### src/rtl/conv_seq_pkg.sv
// Shared types and constants for the convolution sequencer: FSM states, mode codes,
// output-window base addresses and the registered output bundle.
package conv_seq_pkg;

  typedef enum logic [2:0] {
    IDLE,
    RUN,
    WAIT,
    FLUSH,
    READ,
    DONE
  } state_t;

  localparam logic [1:0] MODE_SINGLE = 2'd0;
  localparam logic [1:0] MODE_2BY2   = 2'd1;
  localparam logic [1:0] MODE_3BY3   = 2'd2;
  localparam logic [1:0] MODE_RSVD   = 2'd3;

  localparam int FILTER_SIZE = 9;
  localparam int NUM_OUT     = 4;

  // Top-left input address of the 3x3 window for C11, C12, C21, C22.
  localparam logic [4:0] WIN_BASE [NUM_OUT] = '{5'd0, 5'd1, 5'd4, 5'd5};

  typedef struct packed {
    logic       busy;
    logic       done;
    logic       out_valid;
    logic [1:0] out_idx;
    logic [4:0] in_single;
    logic [4:0] fil_single;
    logic       en_single;
    logic [3:0] we_single;
    logic [1:0] rd_single;
    logic [4:0] in_2by2;
    logic [4:0] fil1_2by2;
    logic [4:0] fil2_2by2;
    logic [1:0] rd_2by2;
    logic       en_2by2;
    logic [4:0] in_side_3by3;
    logic [4:0] in_ceil_3by3;
    logic [4:0] fil_side_3by3;
    logic [4:0] fil_ceil_3by3;
    logic [1:0] rd_3by3;
    logic       en_3by3;
  } seq_out_t;

endpackage

### src/rtl/conv_seq_addr_gen.sv
// Single-PE input address: window base of output k plus the row/column offset of
// filter tap s inside a 4-wide input image.
module conv_seq_addr_gen
  import conv_seq_pkg::*;
(
  input  logic [1:0] k,
  input  logic [3:0] s,
  output logic [4:0] addr
);

  logic [4:0] row_off;
  logic [4:0] col;

  always_comb begin
    if (s >= 4'd6) begin
      row_off = 5'd8;
      col     = 5'(s - 4'd6);
    end else if (s >= 4'd3) begin
      row_off = 5'd4;
      col     = 5'(s - 4'd3);
    end else begin
      row_off = 5'd0;
      col     = 5'(s);
    end
    addr = WIN_BASE[k] + row_off + col;
  end

endmodule

### src/rtl/conv_sequencer.sv
// Convolution job controller: sequences single-PE, 2x2 and 3x3 datapaths and
// reads the four results back. Outputs are registered from the next-state view.
module conv_sequencer
  import conv_seq_pkg::*;
#(
  parameter int PIPE_LAT  = 2,
  parameter int FEED_2BY2 = 7,
  parameter int FEED_3BY3 = 7,
  parameter int DRAIN     = 4,
  parameter int READ_LAT  = 1
) (
  input  logic       clk,
  input  logic       rst,
  input  logic       start,
  input  logic [1:0] mode,
  output logic       busy,
  output logic       done,
  output logic       out_valid,
  output logic [1:0] out_idx,
  output logic [4:0] input_array_addr_in_single,
  output logic [4:0] filter_ceiling_array_addr_in_single,
  output logic       sys_single_en,
  output logic       buffer_we_en_C11_single,
  output logic       buffer_we_en_C12_single,
  output logic       buffer_we_en_C21_single,
  output logic       buffer_we_en_C22_single,
  output logic [1:0] buffer_read_addr_in_single,
  output logic [4:0] input_array_addr_in_2by2,
  output logic [4:0] filter_ceiling_first_array_addr_in_2by2,
  output logic [4:0] filter_ceiling_second_array_addr_in_2by2,
  output logic [1:0] buffer_read_addr_in_2by2,
  output logic       sys_2by2_en,
  output logic [4:0] input_side_array_addr_in_3by3,
  output logic [4:0] input_ceiling_array_addr_in_3by3,
  output logic [4:0] filter_side_array_addr_in_3by3,
  output logic [4:0] filter_ceiling_array_addr_in_3by3,
  output logic [1:0] buffer_read_addr_in_3by3,
  output logic       sys_3by3_en
);

  localparam logic [7:0] S_LAST     = 8'(FILTER_SIZE - 1);
  localparam logic [7:0] PIPE_LAST  = 8'(PIPE_LAT - 1);
  localparam logic [7:0] FEED2_LAST = 8'(FEED_2BY2 - 1);
  localparam logic [7:0] FEED3_LAST = 8'(FEED_3BY3 - 1);
  localparam logic [7:0] DRAIN_LAST = 8'(DRAIN - 1);
  localparam logic [7:0] READ_LAST  = 8'(NUM_OUT - 1 + READ_LAT);
  localparam logic [7:0] RD_LAT     = 8'(READ_LAT);

  state_t     state, state_n;
  logic [1:0] mode_q, mode_n;
  logic [1:0] k, k_n;
  logic [7:0] cnt, cnt_n;
  logic [7:0] feed_last;
  logic [4:0] single_addr;
  logic       run_n, read_n;
  seq_out_t   nxt, q;

  assign feed_last = (mode_q == MODE_2BY2) ? FEED2_LAST : FEED3_LAST;

  always_comb begin
    state_n = state;
    mode_n  = mode_q;
    k_n     = k;
    cnt_n   = cnt;
    case (state)
      IDLE: if (start && mode != MODE_RSVD) begin
        state_n = RUN;
        mode_n  = mode;
        k_n     = 2'd0;
        cnt_n   = 8'd0;
      end
      RUN: if (mode_q == MODE_SINGLE) begin
        if (cnt >= S_LAST) begin
          state_n = WAIT;
          cnt_n   = 8'd0;
        end else cnt_n = cnt + 8'd1;
      end else if (cnt >= feed_last) begin
        state_n = FLUSH;
        cnt_n   = 8'd0;
      end else cnt_n = cnt + 8'd1;
      WAIT: if (cnt >= PIPE_LAST) begin
        cnt_n = 8'd0;
        if (k == 2'd3) state_n = READ;
        else begin
          state_n = RUN;
          k_n     = k + 2'd1;
        end
      end else cnt_n = cnt + 8'd1;
      FLUSH: if (cnt >= DRAIN_LAST) begin
        state_n = READ;
        cnt_n   = 8'd0;
      end else cnt_n = cnt + 8'd1;
      READ: if (cnt >= READ_LAST) begin
        state_n = DONE;
        cnt_n   = 8'd0;
      end else cnt_n = cnt + 8'd1;
      DONE:    state_n = IDLE;
      default: state_n = IDLE;
    endcase
  end

  conv_seq_addr_gen u_addr_gen (
    .k    (k_n),
    .s    (cnt_n[3:0]),
    .addr (single_addr)
  );

  // Output decode works on the next state so the registered outputs line up with it.
  always_comb begin
    nxt      = '0;
    run_n    = (state_n == RUN);
    read_n   = (state_n == READ) && (cnt_n < 8'(NUM_OUT));
    nxt.busy = (state_n == RUN) || (state_n == WAIT) || (state_n == FLUSH) || (state_n == READ);
    nxt.done = (state_n == DONE);
    if ((state_n == READ) && (cnt_n >= RD_LAT)) begin
      nxt.out_valid = 1'b1;
      nxt.out_idx   = 2'(cnt_n - RD_LAT);
    end
    case (mode_n)
      MODE_SINGLE: begin
        if (run_n) begin
          nxt.en_single  = 1'b1;
          nxt.in_single  = single_addr;
          nxt.fil_single = 5'(cnt_n);
        end
        if ((state_n == WAIT) && (cnt_n == PIPE_LAST)) nxt.we_single[k_n] = 1'b1;
        if (read_n) nxt.rd_single = cnt_n[1:0];
      end
      MODE_2BY2: begin
        if (run_n) begin
          nxt.in_2by2   = 5'(cnt_n);
          nxt.fil1_2by2 = 5'(cnt_n);
          nxt.fil2_2by2 = 5'(cnt_n);
        end
        nxt.en_2by2 = run_n || (state_n == FLUSH);
        if (read_n) nxt.rd_2by2 = cnt_n[1:0];
      end
      MODE_3BY3: begin
        if (run_n) begin
          nxt.in_side_3by3  = 5'(cnt_n);
          nxt.in_ceil_3by3  = 5'(cnt_n);
          nxt.fil_side_3by3 = 5'(cnt_n);
          nxt.fil_ceil_3by3 = 5'(cnt_n);
        end
        nxt.en_3by3 = run_n || (state_n == FLUSH);
        if (read_n) nxt.rd_3by3 = cnt_n[1:0];
      end
      default: ;
    endcase
  end

  always_ff @(posedge clk or posedge rst) begin
    if (rst) begin
      state  <= IDLE;
      mode_q <= MODE_SINGLE;
      k      <= 2'd0;
      cnt    <= 8'd0;
      q      <= '0;
    end else begin
      state  <= state_n;
      mode_q <= mode_n;
      k      <= k_n;
      cnt    <= cnt_n;
      q      <= nxt;
    end
  end

  assign busy                                     = q.busy;
  assign done                                     = q.done;
  assign out_valid                                = q.out_valid;
  assign out_idx                                  = q.out_idx;
  assign input_array_addr_in_single               = q.in_single;
  assign filter_ceiling_array_addr_in_single      = q.fil_single;
  assign sys_single_en                            = q.en_single;
  assign buffer_we_en_C11_single                  = q.we_single[0];
  assign buffer_we_en_C12_single                  = q.we_single[1];
  assign buffer_we_en_C21_single                  = q.we_single[2];
  assign buffer_we_en_C22_single                  = q.we_single[3];
  assign buffer_read_addr_in_single               = q.rd_single;
  assign input_array_addr_in_2by2                 = q.in_2by2;
  assign filter_ceiling_first_array_addr_in_2by2  = q.fil1_2by2;
  assign filter_ceiling_second_array_addr_in_2by2 = q.fil2_2by2;
  assign buffer_read_addr_in_2by2                 = q.rd_2by2;
  assign sys_2by2_en                              = q.en_2by2;
  assign input_side_array_addr_in_3by3            = q.in_side_3by3;
  assign input_ceiling_array_addr_in_3by3         = q.in_ceil_3by3;
  assign filter_side_array_addr_in_3by3           = q.fil_side_3by3;
  assign filter_ceiling_array_addr_in_3by3        = q.fil_ceil_3by3;
  assign buffer_read_addr_in_3by3                 = q.rd_3by3;
  assign sys_3by3_en                              = q.en_3by3;

endmodule
### config.mk
export PLATFORM = sky130hd
export DESIGN_NAME = conv_sequencer
export DESIGN_NICKNAME = d
export VERILOG_FILES = /design/src/rtl/conv_seq_pkg.sv /design/src/rtl/conv_seq_addr_gen.sv /design/src/rtl/conv_sequencer.sv
export SDC_FILE = /design/constraint.sdc
export NUM_CORES = 1
export LEC_CHECK = 0
export ABC_AREA = 1
export CAP_MARGIN = 20
export CORE_MARGIN = 1
export CORE_UTILIZATION = 30
export DETAILED_ROUTE_END_ITERATION = 16
export SLEW_MARGIN = 5
export SYNTH_ARGS = -nofsm -noshare
export SYNTH_HDL_FRONTEND = slang
export SYNTH_SLANG_ARGS = --single-unit
### constraint.sdc
create_clock -name clk -period 6.61 [get_ports clk]
set_input_delay 1.983 -clock clk [delete_from_list [all_inputs] [get_ports clk]]
set_output_delay 1.983 -clock clk [all_outputs]
set_load 0.03 [all_outputs]
# Yosys cells after proc, flatten, opt, wreduce, memory -nomap -nowiden
# Index checks and enable logic that the tools add are counted.
dict set report classes {
  addsub 7
  eq_ne 14
  magnitude_cmp 12
  mux 41
  n_bitwise 1
  n_reduce_logical 12
}
# op n
set ops {}
lappend ops {{$mux 8} 7}
lappend ops {{$pmux 8 s5} 1}
lappend ops {{$mux 3} 10}
lappend ops {{$mux 5} 5}
lappend ops {{$mux 23} 1}
lappend ops {{$mux 20} 1}
lappend ops {{$mux 18} 1}
lappend ops {{$mux 17} 1}
lappend ops {{$ge 8x1->1 const B} 2}
lappend ops {{$ge 8x3->1 const B} 2}
lappend ops {{$mux 15} 1}
lappend ops {{$pmux 3 s5} 1}
lappend ops {{$eq 3x2->1 const B} 4}
lappend ops {{$mux 2} 6}
lappend ops {{$mux 11} 1}
lappend ops {{$add 5x5->5} 2}
lappend ops {{$bmux 5 s2} 1}
lappend ops {{$eq 3x3->1 const B} 3}
lappend ops {{$add 8x1->8 const B} 1}
lappend ops {{$eq 8x1->1 const B} 1}
lappend ops {{$ge 8x2->1 const B} 1}
lappend ops {{$ge 8x4->1 const B} 1}
lappend ops {{$lt 8x3->1 const B} 1}
lappend ops {{$eq 3x1->1 const B} 2}
lappend ops {{21 further kinds} 30}
dict set report word_totals {
  elab_cells 111
  output_inout_bits 63
  reg_bits 78
  in_bits 5
}

# Longest topological paths before layout
# Gate-level depths: netlist of run 1.
dict set report logic_depth {
  ltp_word 12
  mapped_depth 23
  depth_no_buf 23
}

# Modules after synthesis
# A second synthesis of run 1 with hierarchy kept.
dict set report hier_totals {
  hier_cells 340
  hier_area_um2 2939.1
}
# mod seq_area_each_um2 instances area_per_inst_um2 cells_per_inst
set by_module_without_submodules {}
lappend by_module_without_submodules {conv_sequencer 1326.3 1 2532.4 278}
lappend by_module_without_submodules {conv_seq_addr_gen 0.0 1 406.6 62}

# Least setup slack after synthesis of run 1
# OpenSTA, ideal clock, no wires.
dict set report synth_timing {
  path_kind {input -> register}
  from {in mode[0]}
  to {reg q (netlist bit input_array_addr_in_single[4])}
  stages 20
  slack_ns 1.976
  t_arrival_ns 4.515
  setup_ns 0.119
  required_ns 6.491
  path_buffers 0
  path_cell_list {nand2_1 nand2_1 nand2_1 nand2_1 nand2_1 nand2_2 ha_1 ha_1 nand3_2 nand2_2 inv_2 nand2_2 o21ai_1 fa_1 ha_1 a31o_2 xnor2_1 nand3_1 nand2_1 nor2_1}
}
# element line
set synth_lines {}
lappend synth_lines {{start, declared} conv_sequencer.sv:15} ;# input logic [1:0] mode,
lappend synth_lines {{end signal, assigned} conv_sequencer.sv:164} ;# q <= nxt;
lappend synth_lines {{end, declared} conv_sequencer.sv:56} ;# seq_out_t nxt, q;

==> metrics.yaml, run 1 <==
cp-start-kind: "primary input"
rr_worst_depth: 22
cts_tree: "yes"
summed_negative_setup_slack_over_all_endpoints_ns: 0
max-slew-margin-rel: 0.605
avgRoutedWirePerCell_um: 11.5
post-route-worst-setup-slack_ns: 1.42
run_status: "complete, no violations"
post-cts-setup-buffer-count: 0
synth.avg_cell_area_um2: 9.12
worstSkewPairLatency_ns: 0.31
worst_min_delay_path_startpoint: "cnt[5]"
initial_core_util: 0.311
synth-edff-count: 0
detailedPlace.worstSlack_ns: 1.13
first_pass_grt_wire_length_um: 9690
vdd_ir_drop_max_mv: 0.276
clock-root-buffer: "sky130_fd_sc_hd__clkbuf_8"
drt.antenna.violating_nets: 0
cts.reportedPaths.clkPinSlew_ns: 0.09
top_area_cells_in_the_synthesized_netlist: "sky130_fd_sc_hd__dfrtp_1 46%, sky130_fd_sc_hd__buf_4 6.5%, sky130_fd_sc_hd__ha_1 6.5%"
numClockSinks: 53
synth.largest_area_cell: "sky130_fd_sc_hd__dfrtp_1"
worst-endpoint-arrival_ns: 5.39
postSynth.asyncResetShare: 1.00
area_delta_synth_final_pct: 26.2
grt.total_usage: 0.123
power.static_leakage_nw: 1.73
nNetsFinal: 391
synth_sequential_area_ratio: 0.459
final_power_mw: 1.81
dieHeight_um: 100
count_of_state_elements_after_synthesis: 53
htree_levels: 2
grt_max_degree: 54
n_fill_cell: 957
rsz0062_at_grt: "false"
number_of_hold_buffers_added_after_cts: 0
hold_depth: 2
cts_buffers: 5
grt-ovfl-total: 0
die_width_um: 100
worstMarginPinSlew_ns: 0.587
via_cell_ratio: 4.30
final_core_util: 0.393
worstReg2RegEnd: "input_array_addr_in_single[4]"
globalplace.congestion: 0.823
dr.first_iter.drc_count: 76
path_class: "primary input to register"
standard_cell_core_area_mm2: 0.00928
num_antenna_cells: 0
crit_path_max_fanout: 7
max-clock-path-buffers: 2
post_synthesis_cells: 317
drc: 0
drtPass1Iterations: 4
synthesis.yosys.warnings: 0
core.rowCount: 35
antenna_found_initial: 0
end_kind: "register"
hold_violations: 0
hpwlAfterDp_um: 4520
power_density_mw_per_mm2: 496
drive_above_1_share: 0.164
setup.reg_to_reg.worst_slack_ns: 2.77
synth_ff_type: "sky130_fd_sc_hd__dfrtp_1"
vias: 2148
die_area_mm2: 0.0100
worst_hold_path_type: "register to register"
num_io_pins: 68
period_share: 0.785
finalCriticalPeriod_ns: 5.19
clock-skew-final_ns: 0.00951
synth_cell_types: 36
min_delay_worst_endpoint: "cnt[5]"
port-buffer-count: 67
final-max-slew-violation-count: 0
setup_viol: 0
cts.repair.resized: 0
reg2reg_from: "cnt[0]"
timing.max_cap.violations: 0
synthesis.area_mm2: 0.00289
routed_wl_um: 5730
number_of_global_route_vias_before_repair: 2072
fmaxAchievable_mhz: 193
worstPathRequired_ns: 6.81
synthDominantCellAreaShare: 0.459
[synth_stat cells, types with 4 or more instances]
cell,n
sky130_fd_sc_hd__nand2_1,42
sky130_fd_sc_hd__nor2_2,13
sky130_fd_sc_hd__ha_1,15
sky130_fd_sc_hd__nand3_1,17
sky130_fd_sc_hd__o21ai_0,8
sky130_fd_sc_hd__inv_1,35
sky130_fd_sc_hd__inv_2,13
sky130_fd_sc_hd__xor2_1,4
sky130_fd_sc_hd__nand2_4,4
sky130_fd_sc_hd__buf_4,25
sky130_fd_sc_hd__a21oi_1,7
sky130_fd_sc_hd__nand4_1,4
sky130_fd_sc_hd__nor2_1,40
sky130_fd_sc_hd__dfrtp_1,53
sky130_fd_sc_hd__nand2_2,4
[routing by layer]
| metal | part of all wire | GRT usage | wire [um] | vias to the layer above |
|---|---|---|---|---|
| met5 | 0 | 0 | 0 | - |
| met3 | 0.041 | 0.0272 | 237 | 6 |
| met2 | 0.48 | 0.208 | 2720 | 51 |
| met4 | 0.013 | 0.0390 | 72 | 0 |
| met1 | 0.47 | 0.158 | 2690 | 1018 |
| li1 | - | - | - | 1073 |
[worst max path at each step]
stage | endpoint | slack (ns) | depth (start not counted) | startpoint
final | input_array_addr_in_single[4] | 1.42 | 21 | mode[1]
after detailed placement | input_array_addr_in_single[4] | 1.13 | 21 | mode[1]
after CTS | input_array_addr_in_single[4] | 1.43 | 21 | mode[1]
after floorplan | input_array_addr_in_single[4] | 1.98 | 20 | mode[0]
after global routing | input_array_addr_in_single[4] | 1.14 | 21 | mode[1]
after global placement | input_array_addr_in_single[4] | 1.28 | 21 | mode[0]
[worst max-delay path, stage by stage]
cell	delay, ns
sky130_fd_sc_hd__clkdlybuf4s50_1	0.50
sky130_fd_sc_hd__nand2_1	0.06
sky130_fd_sc_hd__nand2_1	0.17
sky130_fd_sc_hd__nand2_1	0.08
sky130_fd_sc_hd__nand2_1	0.11
sky130_fd_sc_hd__nand2_1	0.10
sky130_fd_sc_hd__nand2_2	0.19
sky130_fd_sc_hd__ha_1	0.21
sky130_fd_sc_hd__ha_1	0.17
sky130_fd_sc_hd__nand3_2	0.09
sky130_fd_sc_hd__nand2_2	0.13
sky130_fd_sc_hd__inv_2	0.07
sky130_fd_sc_hd__nand2_2	0.09
sky130_fd_sc_hd__o21ai_1	0.08
sky130_fd_sc_hd__fa_1	0.40
sky130_fd_sc_hd__ha_1	0.31
sky130_fd_sc_hd__a31o_2	0.25
sky130_fd_sc_hd__xnor2_1	0.19
sky130_fd_sc_hd__nand3_1	0.10
sky130_fd_sc_hd__nand2_1	0.06
sky130_fd_sc_hd__nor2_1	0.04
[state kept, by name, summed over array words and instances (netlist names)]
signal / count
cnt: 8
buffer_we_en_C21_single: 1
sys_single_en: 1
done: 1
buffer_we_en_C12_single: 1
buffer_read_addr_in_2by2: 2
filter_ceiling_array_addr_in_3by3: 5
filter_ceiling_array_addr_in_single: 5
busy: 1
buffer_read_addr_in_3by3: 2
sys_3by3_en: 1
buffer_read_addr_in_single: 2
input_array_addr_in_single: 5
sys_2by2_en: 1
state: 3
out_valid: 1
out_idx: 2
filter_ceiling_first_array_addr_in_2by2: 5
buffer_we_en_C22_single: 1
k: 2
mode_q: 2
buffer_we_en_C11_single: 1
[through the flow]
stage	hold WS, ns	std cells	cell area (um^2)
after global routing	0.565	500	3650
after detailed placement	0.515	491	3540
after floorplan	0.486	321	2910
after CTS	0.530	499	3630
final	0.532	500	3650
after global placement	0.504	491	3540
[report_power, final]
| part | switching [mW] | internal, mW | leakage, nW | total (mW) |
|---|---|---|---|---|
| combinational | 0.763 | 0.431 | 0.980 | 1.19 |
| clock | 0.109 | 0.0753 | 0.0445 | 0.184 |
| sequential | 0.0478 | 0.385 | 0.708 | 0.433 |
[final cells by class]
cell class | count | area, um^2 | share of cell area
inverter | 49 | 186 | 0.0511
multi-input combinational | 193 | 1190 | 0.327
sequential | 53 | 1330 | 0.363
clock buffer | 5 | 68.8 | 0.0189
timing repair buffer | 68 | 691 | 0.189
tap | 129 | 161 | 0.0442
clock inverter | 3 | 21.3 | 0.00583
[logic make-up (layout without fill, tap and decap cells)]
| family | Yosys count | count (layout) | synth area share |
|---|---|---|---|
| simple gates | 138 | 138 | 0.246 |
| buf+inv | 75 | 125 | 0.133 |
| flops | 53 | 53 | 0.459 |
| compound gates | 28 | 28 | 0.0710 |
| fa+ha+maj | 16 | 16 | 0.0718 |
| xor+xnor | 6 | 6 | 0.0182 |
| other cells | 1 | 5 | 0.00130 |
[layout by cell type, fill, tap and decap left out, types with 4 or more instances in the layout]
cell type                          n
sky130_fd_sc_hd__clkbuf_8          5
sky130_fd_sc_hd__nand2_1          42
sky130_fd_sc_hd__nand3_1          17
sky130_fd_sc_hd__a21oi_1           7
sky130_fd_sc_hd__nor2_2           13
sky130_fd_sc_hd__nor2_1           40
sky130_fd_sc_hd__dfrtp_1          53
sky130_fd_sc_hd__inv_1            34
sky130_fd_sc_hd__o21ai_0           8
sky130_fd_sc_hd__ha_1             15
sky130_fd_sc_hd__nand2_4           4
sky130_fd_sc_hd__conb_1            5
sky130_fd_sc_hd__nand2_2           4
sky130_fd_sc_hd__xor2_1            4
sky130_fd_sc_hd__inv_2            14
sky130_fd_sc_hd__clkdlybuf4s50_1  67
sky130_fd_sc_hd__nand4_1           4
Note: power is estimated with default switching activity, not from simulation.
==> inputs of run 2 (changes only) <==
==> constraint.sdc (replaced) <==
create_clock -name clk -period 5.45 [get_ports clk]
set_input_delay 1.635 -clock clk [delete_from_list [all_inputs] [get_ports clk]]
set_output_delay 1.635 -clock clk [all_outputs]
set_load 0.03 [all_outputs]
==> run 2 against run 1 <==
Effect of this change: design area up 0.58%; sequential power up 21%; routed wire length down 0.65%; via count down 0.84%; clock-buffer cell count up 1; first-iteration DRC count down 13%; sequential cell count unchanged; sequential share of layout area down 0.21 points; worst hold slack worse by 0.0075 ns; register-to-register slack worse by 1.2 ns; non-clock buffer count unchanged; critical path type unchanged; critical endpoint unchanged; largest power group unchanged.
==> metrics.yaml, run 2 (synthesis gave the netlist of run 1 again) <==
vdd_ir_drop_max_mv: 0.312  # was 0.276 mV
number_of_global_route_vias_before_repair: 2041  # was 2,072
path_class: "primary input to register"  # unchanged
nNetsFinal: 391  # unchanged
worstReg2RegEnd: "input_array_addr_in_single[4]"  # unchanged
drive_above_1_share: 0.162  # was 0.164
cell_internal_pwr_mw: 1.13  # was 0.892 mW
rr_worst_depth: 21  # was 22
drt.antenna.violating_nets: 0  # unchanged
largest_register_ff_count: 8  # unchanged
crit_path_max_fanout: 7  # unchanged
power_density_mw_per_mm2: 611  # was 496 mW/mm^2
power.switching_mw: 1.11  # was 0.920 mW
globalplace.congestion: 0.823  # about the same
grt_max_degree: 54  # unchanged
dr.first_iter.drc_count: 66  # was 76
vias: 2130  # was 2,148
n_fill_cell: 931  # was 957
end_kind: "register"  # unchanged
drc: 0  # unchanged
hold_violations: 0  # unchanged
worstMarginPinSlew_ns: 0.549  # was 0.587 ns
summed_negative_setup_slack_over_all_endpoints_ns: 0  # unchanged
initial_core_util: 0.311  # unchanged
cp-endpoint: "input_array_addr_in_single[4]"  # unchanged
cts.repair.resized: 0  # unchanged
post_dp_cell_area_mm2: 0.00354  # unchanged
die_width_um: 100  # unchanged
finalCriticalPeriod_ns: 4.85
power_frac_clock: 0.118  # was 0.102
netSwitchingFraction: 0.497  # was 0.508
worstPathRequired_ns: 5.65  # was 6.81 ns
grt.total_usage: 0.120  # was 0.123
antenna_found_initial: 0  # unchanged
core.rowCount: 35  # unchanged
worst_hold_path_type: "register to register"  # unchanged
final_cell_mix: "67 x sky130_fd_sc_hd__clkdlybuf4s50_1, 53 x sky130_fd_sc_hd__dfrtp_1, 42 x sky130_fd_sc_hd__nand2_1"  # unchanged
area_delta_synth_final_pct: 27.0  # was 26.2%
avgRoutedWirePerCell_um: 11.4  # was 11.5 um
post-cts-setup-buffer-count: 0  # unchanged
cts_tree: "yes"  # unchanged
clock-skew-final_ns: 0.00695  # was 0.00951 ns
final_core_util: 0.395  # was 0.393
via_cell_ratio: 4.26  # was 4.30
detailedPlace.worstSlack_ns: 0.304  # was 1.13 ns
largest-register: "cnt"  # unchanged
most_common_library_cell_in_the_layout_ignoring_fill_and_taps: "sky130_fd_sc_hd__clkdlybuf4s50_1"  # unchanged
run_status: "complete, no violations"  # unchanged
fin_area_mm2: 0.00367  # was 0.00365 mm^2
htree_levels: 2  # unchanged
post-route-worst-setup-slack_ns: 0.603  # was 1.42 ns
die_area_mm2: 0.0100  # unchanged
dieHeight_um: 100  # unchanged
power_frac_seq: 0.234  # was 0.239
cp-start-kind: "primary input"  # unchanged
timing.max_cap.violations: 0  # unchanged
max-slew-margin-rel: 0.630  # was 0.605
placedCellCount: 491  # unchanged
crit_start: "mode[0]"  # was mode[1]
setup.reg_to_reg.worst_slack_ns: 1.59  # was 2.77 ns
num_io_pins: 68  # unchanged
port-buffer-count: 67  # unchanged
hpwlAfterDp_um: 4490  # was 4520 um
fmaxAchievable_mhz: 206
power.static_leakage_nw: 1.74  # was 1.73 nW
combPwrFrac: 0.647  # was 0.660
setup_viol: 0  # unchanged
num_antenna_cells: 0  # unchanged
standard_cell_core_area_mm2: 0.00928  # unchanged
cts_buffers: 5  # unchanged
first_pass_grt_wire_length_um: 9450  # was 9690 um
final_cell_count_no_fill: 500  # unchanged
final-max-slew-violation-count: 0  # unchanged
grt-ovfl-total: 0  # unchanged
period_share: 0.889
numClockSinks: 53  # unchanged
clock-root-buffer: "sky130_fd_sc_hd__clkbuf_8"  # unchanged
worst-endpoint-arrival_ns: 5.05  # was 5.39 ns
drtPass1Iterations: 4  # unchanged
routed_wl_um: 5690  # was 5730 um
final_power_mw: 2.24  # was 1.81 mW
cts.reportedPaths.clkPinSlew_ns: 0.09  # about the same
max-clock-path-buffers: 2  # unchanged
number_of_hold_buffers_added_after_cts: 0  # unchanged
hold_ws_ns: 0.525  # was 0.532 ns
reg2reg_from: "cnt[3]"  # was cnt[0]
worstSkewPairLatency_ns: 0.30  # was 0.31 ns
rsz0062_at_grt: "false"  # unchanged
-- run 2: worst min path at each step --
stage / startpoint / end / slack (ns) / cells after the start
2_1_floorplan: cnt[5] / cnt[5] / 0.49 / 2
3_3_place_gp: cnt[5] / cnt[5] / 0.50 / 2
3_5_place_dp: cnt[6] / cnt[6] / 0.51 / 2
4_1_cts: cnt[6] / cnt[6] / 0.53 / 2
5_1_grt: cnt[6] / cnt[6] / 0.56 / 2
6_report: cnt[6] / cnt[6] / 0.52 / 2
-- run 2: final cells by class --
type / instances / area [um^2] / area share
sequential: 53 / 1330 / 0.361
multi-input combinational: 193 / 1190 / 0.325
timing repair buffer: 68 / 691 / 0.188
inverter: 49 / 186 / 0.0508
tap: 129 / 161 / 0.0440
clock buffer: 6 / 72.6 / 0.0198
clock inverter: 2 / 38.8 / 0.0106
-- run 2: worst max-delay path: stages --
cell	delay [ns]
sky130_fd_sc_hd__clkdlybuf4s50_1	0.51
sky130_fd_sc_hd__nand2_1	0.07
sky130_fd_sc_hd__nand2_1	0.17
sky130_fd_sc_hd__nand2_1	0.08
sky130_fd_sc_hd__nand2_1	0.12
sky130_fd_sc_hd__nand2_1	0.10
sky130_fd_sc_hd__nand2_2	0.18
sky130_fd_sc_hd__ha_1	0.20
sky130_fd_sc_hd__ha_1	0.17
sky130_fd_sc_hd__nand3_2	0.09
sky130_fd_sc_hd__nand2_2	0.13
sky130_fd_sc_hd__inv_2	0.07
sky130_fd_sc_hd__nand2_2	0.09
sky130_fd_sc_hd__o21ai_1	0.08
sky130_fd_sc_hd__fa_1	0.40
sky130_fd_sc_hd__ha_1	0.31
sky130_fd_sc_hd__a31o_2	0.25
sky130_fd_sc_hd__xnor2_1	0.19
sky130_fd_sc_hd__nand3_1	0.10
sky130_fd_sc_hd__nand2_1	0.06
sky130_fd_sc_hd__nor2_1	0.04
-- run 2: power by group through the flow --
stage	combinational (mW)	sequential [mW]	clock (mW)
after detailed placement	1.45	0.535	0
after global routing	1.62	0.536	0.289
after floorplan	1.06	0.612	0
after global placement	1.43	0.532	0
after CTS	1.46	0.526	0.276
final	1.45	0.526	0.265
-- run 2: layer usage --
layer  share of wire  track usage  wire, um  vias to the layer above
met5               0            0         0                        -
met1            0.46        0.151      2640                      994
met4           0.014       0.0346        82                        0
li1                -            -         -                     1073
met3           0.047       0.0265       266                        8
met2            0.47        0.205      2700                       55
